==> config.mk <==
export PLATFORM = sky130hd
export DESIGN_NAME = frequency_generator
export DESIGN_NICKNAME = d
export VERILOG_FILES = /design/src/rtl/freq_gen_pkg.sv /design/src/rtl/serial_divider.sv /design/src/rtl/frequency_generator.sv
export SDC_FILE = /design/constraint.sdc
export NUM_CORES = 1
export LEC_CHECK = 0
export BUFFER_PORTS_ARGS = -buffer_cell sky130_fd_sc_hd__buf_2
export CORE_MARGIN = 1
export CORE_UTILIZATION = 55
export DETAILED_ROUTE_END_ITERATION = 12
export PLACE_DENSITY = 0.72
export SETUP_SLACK_MARGIN = 0.05
export SYNTH_ARGS = -nofsm -noshare
export SYNTH_HDL_FRONTEND = slang
export SYNTH_SLANG_ARGS = --single-unit
==> constraint.sdc <==
create_clock -name clk -period 10.5 [get_ports clk]
set_input_delay 1.05 -clock clk [delete_from_list [all_inputs] [get_ports clk]]
set_output_delay 1.05 -clock clk [all_outputs]
set_load 0.005 [all_outputs]
==> src/rtl/freq_gen_pkg.sv <==
// Shared defaults and FSM state type for the square-wave frequency generator.
package freq_gen_pkg;

    localparam int CLK_HZ_DEF = 50_000_000;
    localparam int FREQ_W_DEF = 26;

    typedef enum logic [1:0] {
        IDLE   = 2'd0,
        DIVIDE = 2'd1,
        RUN    = 2'd2
    } state_t;

endpackage

==> src/rtl/serial_divider.sv <==
// Restoring divider, one quotient bit per clock. done_o flags the final iteration
// cycle and quotient_o already carries the completed result during that cycle.
module serial_divider #(
    parameter int W = 26
) (
    input  logic         clk,
    input  logic         rst,
    input  logic         start_i,
    input  logic [W-1:0] dividend_i,
    input  logic [W:0]   divisor_i,
    output logic         done_o,
    output logic [W-1:0] quotient_o
);

    localparam int SW = $clog2(W) + 1;
    localparam logic [SW-1:0] LAST = SW'(W - 1);

    logic          busy_q, busy_d;
    logic [SW-1:0] step_q, step_d;
    logic [W:0]    rem_q, rem_d;
    logic [W:0]    dsr_q, dsr_d;
    logic [W-1:0]  dvd_q, dvd_d;
    logic [W-1:0]  quo_q, quo_d;

    logic [W+1:0]  trial;
    logic [W+1:0]  diff;
    logic          q_bit;
    logic [W:0]    rem_next;
    logic [W-1:0]  quo_next;

    // Remainder stays below the divisor, so one extra bit holds the shifted trial value.
    assign trial    = {rem_q, dvd_q[W-1]};
    assign diff     = trial - {1'b0, dsr_q};
    assign q_bit    = ~diff[W+1];
    assign rem_next = q_bit ? diff[W:0] : trial[W:0];
    assign quo_next = (quo_q << 1) | W'(q_bit);

    assign done_o     = busy_q && (step_q == LAST);
    assign quotient_o = quo_next;

    always_comb begin
        busy_d = busy_q;
        step_d = step_q;
        rem_d  = rem_q;
        dsr_d  = dsr_q;
        dvd_d  = dvd_q;
        quo_d  = quo_q;
        if (start_i) begin
            busy_d = 1'b1;
            step_d = '0;
            rem_d  = '0;
            dsr_d  = divisor_i;
            dvd_d  = dividend_i;
            quo_d  = '0;
        end else if (busy_q) begin
            rem_d  = rem_next;
            dvd_d  = dvd_q << 1;
            quo_d  = quo_next;
            step_d = step_q + SW'(1);
            if (step_q == LAST) begin
                busy_d = 1'b0;
            end
        end
    end

    always_ff @(posedge clk or posedge rst) begin
        if (rst) begin
            busy_q <= 1'b0;
            step_q <= '0;
            rem_q  <= '0;
            dsr_q  <= '0;
            dvd_q  <= '0;
            quo_q  <= '0;
        end else begin
            busy_q <= busy_d;
            step_q <= step_d;
            rem_q  <= rem_d;
            dsr_q  <= dsr_d;
            dvd_q  <= dvd_d;
            quo_q  <= quo_d;
        end
    end

endmodule

==> src/rtl/frequency_generator.sv <==
// Square-wave generator: a load latches a tone frequency, a serial divide finds the
// half period in clocks, then a counter toggles wave_out every half period.
module frequency_generator
    import freq_gen_pkg::*;
#(
    parameter int CLK_HZ = CLK_HZ_DEF,
    parameter int FREQ_W = FREQ_W_DEF
) (
    input  logic              clk,
    input  logic              reset,
    input  logic [FREQ_W-1:0] freq_in,
    input  logic              load,
    output logic              ready,
    output logic              wave_out,
    output logic              rise,
    output logic              active,
    output logic              range_err
);

    localparam logic [FREQ_W-1:0] DIVIDEND = FREQ_W'(CLK_HZ);
    localparam logic [FREQ_W-1:0] ONE      = FREQ_W'(1);

    state_t            state_q, state_d;
    logic [FREQ_W-1:0] half_q, half_d;
    logic [FREQ_W-1:0] count_q, count_d;
    logic              wave_q, wave_d;
    logic              rise_q, rise_d;
    logic              err_q, err_d;

    logic              accept;
    logic              div_start;
    logic              div_done;
    logic [FREQ_W-1:0] div_quo;

    // Handshake: load is taken on any edge where ready is high; ready drops only
    // while the divider is working, and loads seen then are dropped silently.
    assign ready     = (state_q != DIVIDE);
    assign accept    = load && ready;
    assign div_start = accept && (freq_in != '0);

    serial_divider #(.W(FREQ_W)) u_div (
        .clk        (clk),
        .rst        (reset),
        .start_i    (div_start),
        .dividend_i (DIVIDEND),
        .divisor_i  ({freq_in, 1'b0}),
        .done_o     (div_done),
        .quotient_o (div_quo)
    );

    always_comb begin
        state_d = state_q;
        half_d  = half_q;
        count_d = count_q;
        wave_d  = wave_q;
        rise_d  = 1'b0;
        err_d   = err_q;
        if (accept) begin
            count_d = '0;
            wave_d  = 1'b0;
            err_d   = 1'b0;
            if (freq_in == '0) begin
                state_d = IDLE;
                half_d  = '0;
            end else begin
                state_d = DIVIDE;
            end
        end else begin
            unique case (state_q)
                DIVIDE: begin
                    if (div_done) begin
                        state_d = RUN;
                        count_d = '0;
                        wave_d  = 1'b0;
                        // A zero quotient means the tone is above Nyquist for this clock.
                        if (div_quo == '0) begin
                            half_d = ONE;
                            err_d  = 1'b1;
                        end else begin
                            half_d = div_quo;
                        end
                    end
                end
                RUN: begin
                    if (count_q == half_q - ONE) begin
                        count_d = '0;
                        wave_d  = ~wave_q;
                        rise_d  = ~wave_q;
                    end else begin
                        count_d = count_q + ONE;
                    end
                end
                default: ;
            endcase
        end
    end

    always_ff @(posedge clk or posedge reset) begin
        if (reset) begin
            state_q <= IDLE;
            half_q  <= '0;
            count_q <= '0;
            wave_q  <= 1'b0;
            rise_q  <= 1'b0;
            err_q   <= 1'b0;
        end else begin
            state_q <= state_d;
            half_q  <= half_d;
            count_q <= count_d;
            wave_q  <= wave_d;
            rise_q  <= rise_d;
            err_q   <= err_d;
        end
    end

    assign wave_out  = wave_q;
    assign rise      = rise_q;
    assign active    = (state_q == RUN);
    assign range_err = err_q;

endmodule

==> flow_metrics.tcl <==
set metrics [dict create \
    final_nets 1042 \
    hold_class "flop to flop" \
    area_growth_pct 9.604 \
    leakage_nw 4.924 \
    finalSetupTns_ns 0 \
    layout-drive-gt1-share_pct 8.643 \
    synth_top_area_share_pct 43.80 \
    path_cells "or4_4 > or4_1 > mux2i_1 > a2111oi_0 > nand4_1 > nor4b_4 > nor2_2 > nor2_8 > nor2_1" \
    cts_buffers 17 \
    antenna_found_initial 0 \
    peakVddDrop_mv 0.2996 \
    r2r_cells 9 \
    gp_congestion 0.8650 \
    setup_viol 0 \
    yosysSeqAreaShare_pct 43.80 \
    synth_seq_cells 161 \
    crit_required_ns 10.81 \
    min_from "wave_out" \
    die_width_um 131.3 \
    synth.distinct_cells 65 \
    critPathTopFamily "simple AND/OR/NAND/NOR gates" \
    initial_core_util_pct 57.07 \
    drt_first_pass_iters 5 \
    cp_slowest_cell "or4_1" \
    rrSetupSlack_ns 6.41 \
    io_buffers 33 \
    rsz0062_at_grt "no" \
    coreArea_sq_um 16120 \
    crit_path_start_kind "flop" \
    postSynthAreaPerCell_sq_um 9.463 \
    via_count 7064 \
    antenna_cells 0 \
    grt_first_pass_wirelength_mm 33.65 \
    slowest_delay_ns 0.68 \
    async_reset_ff_share_pct 100.0 \
    drv_cap 0 \
    cts_hold_buffers 0 \
    hold_end "rise" \
    overflow 0 \
    htree_levels 4 \
    multi_input_area_sq_um 4840 \
    hold_viol_final 0 \
    cts-resized-gates 0 \
    syn-cell-area_sq_um 9198 \
    synth_common_cells "161 x dfrtp_1, 91 x nor2_1, 78 x o21ai_0, 75 x nand2_1, 69 x mux2i_1" \
    hold_slack_ns 0.4812 \
    crit_type "flop to flop" \
    wl_per_cell_um 16.25 \
    arrival_ns 4.40 \
    dp_hpwl_mm 13.44 \
    ys_warn_count 0 \
    first_global_vias 6632 \
    cts_sinks 161 \
    synth_ff_type "dfrtp_1" \
    synth_edf_count 0 \
    max_slew_margin_pct 35.94 \
    rr_endpoint "count_q[13]" \
    synth_nets 1032 \
    cts_root_buf "clkbuf_16" \
    p_per_area_nw_per_um2 388.2 \
    critPathBufInv 0 \
    outcome "completed" \
    yosysMostFrequentCell "dfrtp_1" \
    ant_nets 0 \
    slew_violations 0 \
    worstPathMaxFanout 19 \
    cts_tree "yes" \
    final.period_utilization_pct 38.96 \
    die_h_um 131.3 \
    syn_inst 972 \
    layout_min_cycle_time_ns 4.091 \
    wl_mm 19.68 \
    worst_pin_slew_ns 0.9608 \
    fillers 1354 \
    r2r_start "half_q[8]" \
    min_path_cells 1 \
    postCtsSetupBuffers 0 \
    clk_pin_slew_ns 0.07 \
    seq_area_sq_um 4033 \
    clock_latency_ns 0.44 \
    worst_clock_skew_ns 0.007754 \
    io_pins 34 \
    route.detailed.drc 0 \
    rows 46 \
    track_usage_pct 24.11 \
    grt_max_degree 96 \
    endpoint_kind "flop" \
    fmax_mhz 244.4 \
    vias_per_cell 5.833 \
    synth_area_leaders "dfrtp_1 44%, mux2i_1 7.5%, o21ai_0 4.2%" \
    drtIter0Drc 453 \
    clockBufferDepth 2 \
    synth_top_area_cell "dfrtp_1" \
    dieArea_sq_um 17240 \
]
## layer usage
metal / vias up / track usage [%] / part of all wire, %
met3: 20 / 5.131 / 3.6
met4: 0 / 6.525 / 1.3
li1: 3515 / - / -
met1: 3417 / 36.47 / 52
met5: - / 0 / 0
met2: 112 / 34.75 / 43
## area by class of cell
type | count | area share, %
Timing Repair Buffer | 38 | 2.011
Multi-Input combinational cell | 722 | 48.01
Clock buffer | 17 | 4.220
Clock inverter | 15 | 1.465
Inverter | 42 | 1.614
Sequential cell | 161 | 40.00
Tap cell | 216 | 2.681
## worst register-to-register path: cells and delay by family (launching register included)
kind,cells,cell delay (ns)
AOI/OAI and AO/OA,1,0.63
and+or+nand+nor,7,2.69
DFF,1,0.46
muxes,1,0.20
## registers in the layout (all words and copies together), names as in the netlist, 2 cells and up
register      count
state_q           2
count_q          26
u_div.rem_q      27
half_q           26
u_div.step_q      6
u_div.dsr_q      26
u_div.quo_q      25
u_div.dvd_q      19
## per-stage QoR
stage	cells	area, sq um	utilization (%)	worst slack, ns	total power [mW]
floorplan	972	9198	-	5.102	2.856
global placement	1179	9508	59.00	6.513	3.230
detailed placement	1179	9508	59.00	6.501	3.279
CTS	1211	10080	62.55	6.464	3.904
global route	1211	10080	62.55	6.211	4.229
finish	1211	10080	62.55	6.409	3.913
## cells by family (layout without fill, tap and decap cells)
family | count (synthesis) | count (layout) | share of synthesized area, %
and+or+nand+nor | 318 | 318 | 17.56
adders and majority gates | 31 | 31 | 4.299
xor gates and xnor gates | 74 | 74 | 7.047
DFF | 161 | 161 | 43.80
buffers and inverters | 89 | 112 | 3.741
AOI/OAI and AO/OA | 230 | 230 | 16.04
muxes | 69 | 69 | 7.509
## cell usage in the layout, fill, tap and decap left out, drive strengths merged, types with 21 or more instances in the layout
cell type	n
a21oi	48
dfrtp	161
nor3	21
nand2	75
nand3	23
ha	30
buf	38
a22o	26
mux2i	69
xnor2	30
nor2	93
inv	48
xor2	44
o21ai	78
## worst max-delay path by stage
stage	start	end	cells past startpoint
floorplan	reset	count_q[0]	1
global placement	half_q[8]	count_q[20]	9
detailed placement	half_q[8]	count_q[18]	9
CTS	half_q[8]	count_q[13]	9
global route	half_q[7]	count_q[20]	9
finish	half_q[8]	count_q[13]	9
## where the power goes
group,internal (mW),switching (mW)
Sequential,0.869,0.229
Clock,0.333,0.277
Combinational,1.00,1.20
No activity file was read; power rests on OpenSTA's default activity.
